`src/rtl/oam_dma_ctrl.sv`:
```
// Sprite-DMA sequencer. A CPU write to DMA_REG_ADDR halts the CPU through rdy,
// takes the memory bus and copies XFER_LEN bytes from page {P,8'h00} to
// OAM_DATA_ADDR as one read/write pair per byte. Otherwise the CPU bus passes
// straight through to memory.
module oam_dma_ctrl #(
   parameter int                    ADDR_WIDTH    = 16,
   parameter int                    REG_WIDTH     = 8,
   parameter logic [ADDR_WIDTH-1:0] DMA_REG_ADDR  = 16'h4014,
   parameter logic [ADDR_WIDTH-1:0] OAM_DATA_ADDR = 16'h2004,
   parameter int                    XFER_LEN      = 256
) (
   input  logic                  clk,
   input  logic                  reset_n,
   input  logic [ADDR_WIDTH-1:0] cpu_addr,
   input  logic                  cpu_we,
   input  logic [REG_WIDTH-1:0]  cpu_wdata,
   output logic                  rdy,
   output logic [ADDR_WIDTH-1:0] mem_addr,
   output logic                  mem_we,
   output logic [REG_WIDTH-1:0]  mem_din,
   input  logic [REG_WIDTH-1:0]  mem_dout,
   output logic                  busy
);

   typedef enum logic [2:0] {
      ST_IDLE  = 3'd0,
      ST_HALT  = 3'd1,
      ST_ALIGN = 3'd2,
      ST_READ  = 3'd3,
      ST_WRITE = 3'd4
   } state_t;

   // Index of the final byte; the transfer stops here, so idx never wraps.
   localparam logic [REG_WIDTH-1:0] LAST_IDX = REG_WIDTH'(XFER_LEN - 1);

   state_t               state_q, state_d;
   logic [REG_WIDTH-1:0] page_q,  page_d;
   logic [REG_WIDTH-1:0] idx_q,   idx_d;
   logic [REG_WIDTH-1:0] data_q,  data_d;
   logic                 odd_q;

   // Source addresses are page-relative: the page byte never changes and the
   // index fills the low byte, so the copy cannot cross into the next page.
   logic [2*REG_WIDTH-1:0] src_addr;
   logic [2*REG_WIDTH-1:0] align_addr;

   assign src_addr   = {page_q, idx_q};
   assign align_addr = {page_q, {REG_WIDTH{1'b0}}};

   // State and datapath registers; odd_q is a free-running cycle parity.
   always_ff @(posedge clk or negedge reset_n) begin
      if (!reset_n) begin
         state_q <= ST_IDLE;
         page_q  <= '0;
         idx_q   <= '0;
         data_q  <= '0;
         odd_q   <= 1'b0;
      end else begin
         state_q <= state_d;
         page_q  <= page_d;
         idx_q   <= idx_d;
         data_q  <= data_d;
         odd_q   <= ~odd_q;
      end
   end

   // Next-state logic and bus ownership: pass-through unless in ALIGN/READ/WRITE.
   always_comb begin
      state_d  = state_q;
      page_d   = page_q;
      idx_d    = idx_q;
      data_d   = data_q;
      rdy      = 1'b1;
      busy     = 1'b0;
      mem_addr = cpu_addr;
      mem_we   = cpu_we;
      mem_din  = cpu_wdata;

      case (state_q)
         ST_IDLE: begin
            // The trigger write itself still reaches memory via pass-through.
            if (cpu_we && (cpu_addr == DMA_REG_ADDR)) begin
               page_d  = cpu_wdata;
               idx_d   = '0;
               state_d = ST_HALT;
            end
         end

         ST_HALT: begin
            // CPU keeps the bus this cycle so its in-flight access completes;
            // a write to the DMA register here does not re-latch the page.
            rdy     = 1'b0;
            busy    = 1'b1;
            state_d = odd_q ? ST_ALIGN : ST_READ;
         end

         ST_ALIGN: begin
            rdy      = 1'b0;
            busy     = 1'b1;
            mem_we   = 1'b0;
            mem_addr = ADDR_WIDTH'(align_addr);
            mem_din  = data_q;
            state_d  = ST_READ;
         end

         ST_READ: begin
            rdy      = 1'b0;
            busy     = 1'b1;
            mem_we   = 1'b0;
            mem_addr = ADDR_WIDTH'(src_addr);
            mem_din  = data_q;
            data_d   = mem_dout;
            state_d  = ST_WRITE;
         end

         ST_WRITE: begin
            rdy      = 1'b0;
            busy     = 1'b1;
            mem_we   = 1'b1;
            mem_addr = OAM_DATA_ADDR;
            mem_din  = data_q;
            if (idx_q == LAST_IDX) begin
               state_d = ST_IDLE;
            end else begin
               idx_d   = idx_q + 1'b1;
               state_d = ST_READ;
            end
         end

         default: begin
            state_d = ST_IDLE;
         end
      endcase
   end

endmodule
```
`config.mk`:
```
export PLATFORM = sky130hd
export DESIGN_NAME = oam_dma_ctrl
export DESIGN_NICKNAME = d
export VERILOG_FILES = /design/src/rtl/oam_dma_ctrl.sv
export SDC_FILE = /design/constraint.sdc
export NUM_CORES = 1
export LEC_CHECK = 0
export CAP_MARGIN = 20
export CORE_MARGIN = 3
export CORE_UTILIZATION = 44
export CTS_BUF_LIST = sky130_fd_sc_hd__clkbuf_4 sky130_fd_sc_hd__clkbuf_8 sky130_fd_sc_hd__clkbuf_16
export DETAILED_ROUTE_END_ITERATION = 10
export PLACE_DENSITY_LB_ADDON = 0.3
export SYNTH_ARGS = -nofsm -noshare
export SYNTH_HDL_FRONTEND = slang
export SYNTH_SLANG_ARGS = --single-unit
```
`constraint.sdc`:
```
create_clock -name clk -period 2.7 [get_ports clk]
set_input_delay 0.54 -clock clk [delete_from_list [all_inputs] [get_ports clk]]
set_output_delay 0.54 -clock clk [all_outputs]
set_load 0.01 [all_outputs]
```
==> results.yml <==
worst_setup_path:
  timing.critical_path.fanout_max: 10
  crit_path_start_kind: "flip-flop"
  end_kind: "output port"
  cp.arrival_ns: 2.07
  cp.required_ns: 2.16
  critPathKind: "reg2out"
route:
  route.vias.total: 1544
  drc: 0
  viasPerCell: 5.361
  avgRoutedWirePerCell_um: 15.22
  drtIter0Drc: 115
  antenna_left: 0
  totalWireLength_mm: 4.382
  first_pass_iters: 4
logic_synthesis:
  seq_area_frac_synth: 0.4252
  synth_compound_area_frac: 0.1617
  synth_xor_xnor_area_share: 0.01595
  synth_area_um2: 1648
  yosysWarnings: 0
  synth_top_family_by_area: "simple AND/OR/NAND/NOR gates"
  synth_nets: 205
  synth_area_leaders: "dfrtp_1, mux2_2, nor2_1"
  synthSimpleGateAreaFrac: 0.1792
  synthMuxAreaShare: 0.1754
  synth_cell_type_count: 35
  synth_top_cell_by_area: "dfrtp_1"
  synthesis.instances: 169
  yosys.area.top_type_share: 0.4252
  synth_fa_ha_area_frac: 0.007593
  synth.avg_cell_area_um2: 9.750
  ys_ff_latch: 28
finish:
  syn_to_final_growth_pct: 50.49
  layout_commonest_cell: "clkdlybuf4s50_1"
  fin_nets: 280
  drive_gt1_frac: 0.2149
  antenna_cells: 0
  fin_util: 0.7150
  regArea_um2: 703.2
  n_fill_cell: 281
  final_cell_mix: "clkdlybuf4s50_1, dfrtp_1, mux2_2, nor2_1, nand2_1"
  multi_input_area_um2: 892.1
clock_tree:
  cts_tree: "done"
  numCtsBuffers: 3
  cts_hold_buf: 0
  cts.clk_slew.worst_paths_ns: 0.09
  clock_sinks: 28
  cts-root-buf: "clkbuf_8"
  clockBufferDepth: 2
  htree_num_levels: 1
  clk_latency_ns: 0.27
global_route:
  grt_pass1_vias: 1440
  grtUsageTotal: 0.2056
  gr-total-overflow: 0
  grt_max_degree: 29
  grt_pass1_wl_mm: 6.913
  antenna_found_initial: 0
floorplanning:
  core_um2: 3468
  dieArea_um2: 4515
  die_w_um: 67.20
  start_util: 0.4751
  rows: 21
  die_h_um: 67.20
  io_pins: 62
sta:
  hold_ws_ns: 0.4256
  worst_pin_slew_ns: 0.3666
  max_freq_mhz: 383.9
  min_period_ns: 2.605
  skew_ns: 0.001594
  hold_viol: 0
  setup_viol: 0
  slew_headroom: 0.7556
  rsz0062_at_grt: "false"
  fin_ws_ns: 0.09493
  finalSetupTns_ns: 0
  finalCritPeriodShare: 0.9648
  drv_slew: 0
power_and_ir_drop:
  peakVddDrop_mv: 0.5697
  p_total_mw: 2.673
  p_leak_nw: 1.069
  p_per_area_nw_per_um2: 1078
job:
  maxCapViolCount: 0
outcome:
  status: "complete, no violations"
placement:
  gp_congestion: 0.8263
  hpwl_mm: 3.305
  io_buffer_count: 61
  pre_cts_slack_ns: -0.1174
hold_path:
  hold_class: "reg2reg"
logic make-up after synthesis:
| group | Yosys count |
|---|---|
| and+or+nand+nor | 58 |
| xor gates and xnor gates | 3 |
| DFF | 28 |
| AOI/OAI and AO/OA | 41 |
| muxes | 25 |
| buffers and inverters | 13 |
| adders and majority gates | 1 |
worst max-delay path, stage by stage (launching register included):
cell and delay [ns]:
dfrtp_2 0.46, nor2b_1 0.17, nor2_2 0.16, buf_6 0.18, mux2_2 0.34, clkdlybuf4s50_1 0.49
power breakdown:
group / switching [mW] / internal (mW)
Clock: 0.124 / 0.100
Combinational: 0.746 / 1.01
Sequential: 0.136 / 0.554
Total: 1.01 / 1.67
stage by stage:
stage / std cells / cell area [um2]
global placement: 281 / 2400
CTS: 284 / 2449
global route: 288 / 2480
detailed placement: 281 / 2400
finish: 288 / 2480
floorplan: 169 / 1648
per-layer routing:
layer  vias to the layer above  part of all wire  GRT usage
li1                        760                 -          -
met1                       718              0.46     0.2838
met2                        61              0.45     0.3190
met3                         5             0.071    0.03827
met4                         0             0.014    0.07848
met5                         -                 0          0
timing repair:
item,in CTS,in global routing
buffers inserted,0,4
gates resized for setup,3,1
endpoints found under the setup margin,6,10
Yosys cell counts:
master	count
o22ai_1	9
or3b_2	1
a22oi_1	2
or4_4	1
buf_6	1
nor3_1	2
o211ai_1	2
o21ai_0	10
nand3_1	4
nor2b_1	3
ha_1	1
a211oi_1	1
inv_1	4
nor2_1	20
o211a_1	1
nand2b_1	2
nor4_1	1
clkinv_1	1
mux2_2	23
clkbuf_1	6
a21oi_1	7
a22o_1	7
and3_1	1
o31a_1	1
dfrtp_1	28
or4b_1	2
nor3b_2	1
nand2_1	17
xnor2_1	3
buf_2	1
nor3_4	1
o21bai_1	1
or4_1	1
mux2_4	2
nand4_1	1
area by class of cell:
type                    instances  share of cell area
repair buffers                 78              0.3093
inverters                       5            0.007568
flip-flops and latches         28              0.2836
multi-input cells             128              0.3597
well taps                      46             0.02321
clock buffers                   3             0.01665
flip-flops by register name, summed over array words and instances, names as in the netlist:
register / cells
page_q: 8
state_q: 3
odd_q: 1
idx_q: 8
data_q: 8
path summary, 6_finish.rpt:
kind                                              from                     end  slack (ns)  cells after the start
worst max register to register  state_q[2]$_DFFE_PN0P_    idx_q[5]$_DFFE_PN0P_        0.93                      4
min in group asynchronous                      reset_n    idx_q[6]$_DFFE_PN0P_        0.64                      2
max in group asynchronous                      reset_n  state_q[2]$_DFFE_PN0P_        1.76                      2
worst min register to register         odd_q$_DFF_PN0_         odd_q$_DFF_PN0_        0.43                      1
worst min-delay path                   odd_q$_DFF_PN0_         odd_q$_DFF_PN0_        0.43                      1
worst max-delay path            state_q[1]$_DFFE_PN0P_              mem_din[7]        0.09                      5
Note: power is estimated with default switching activity, not from simulation.
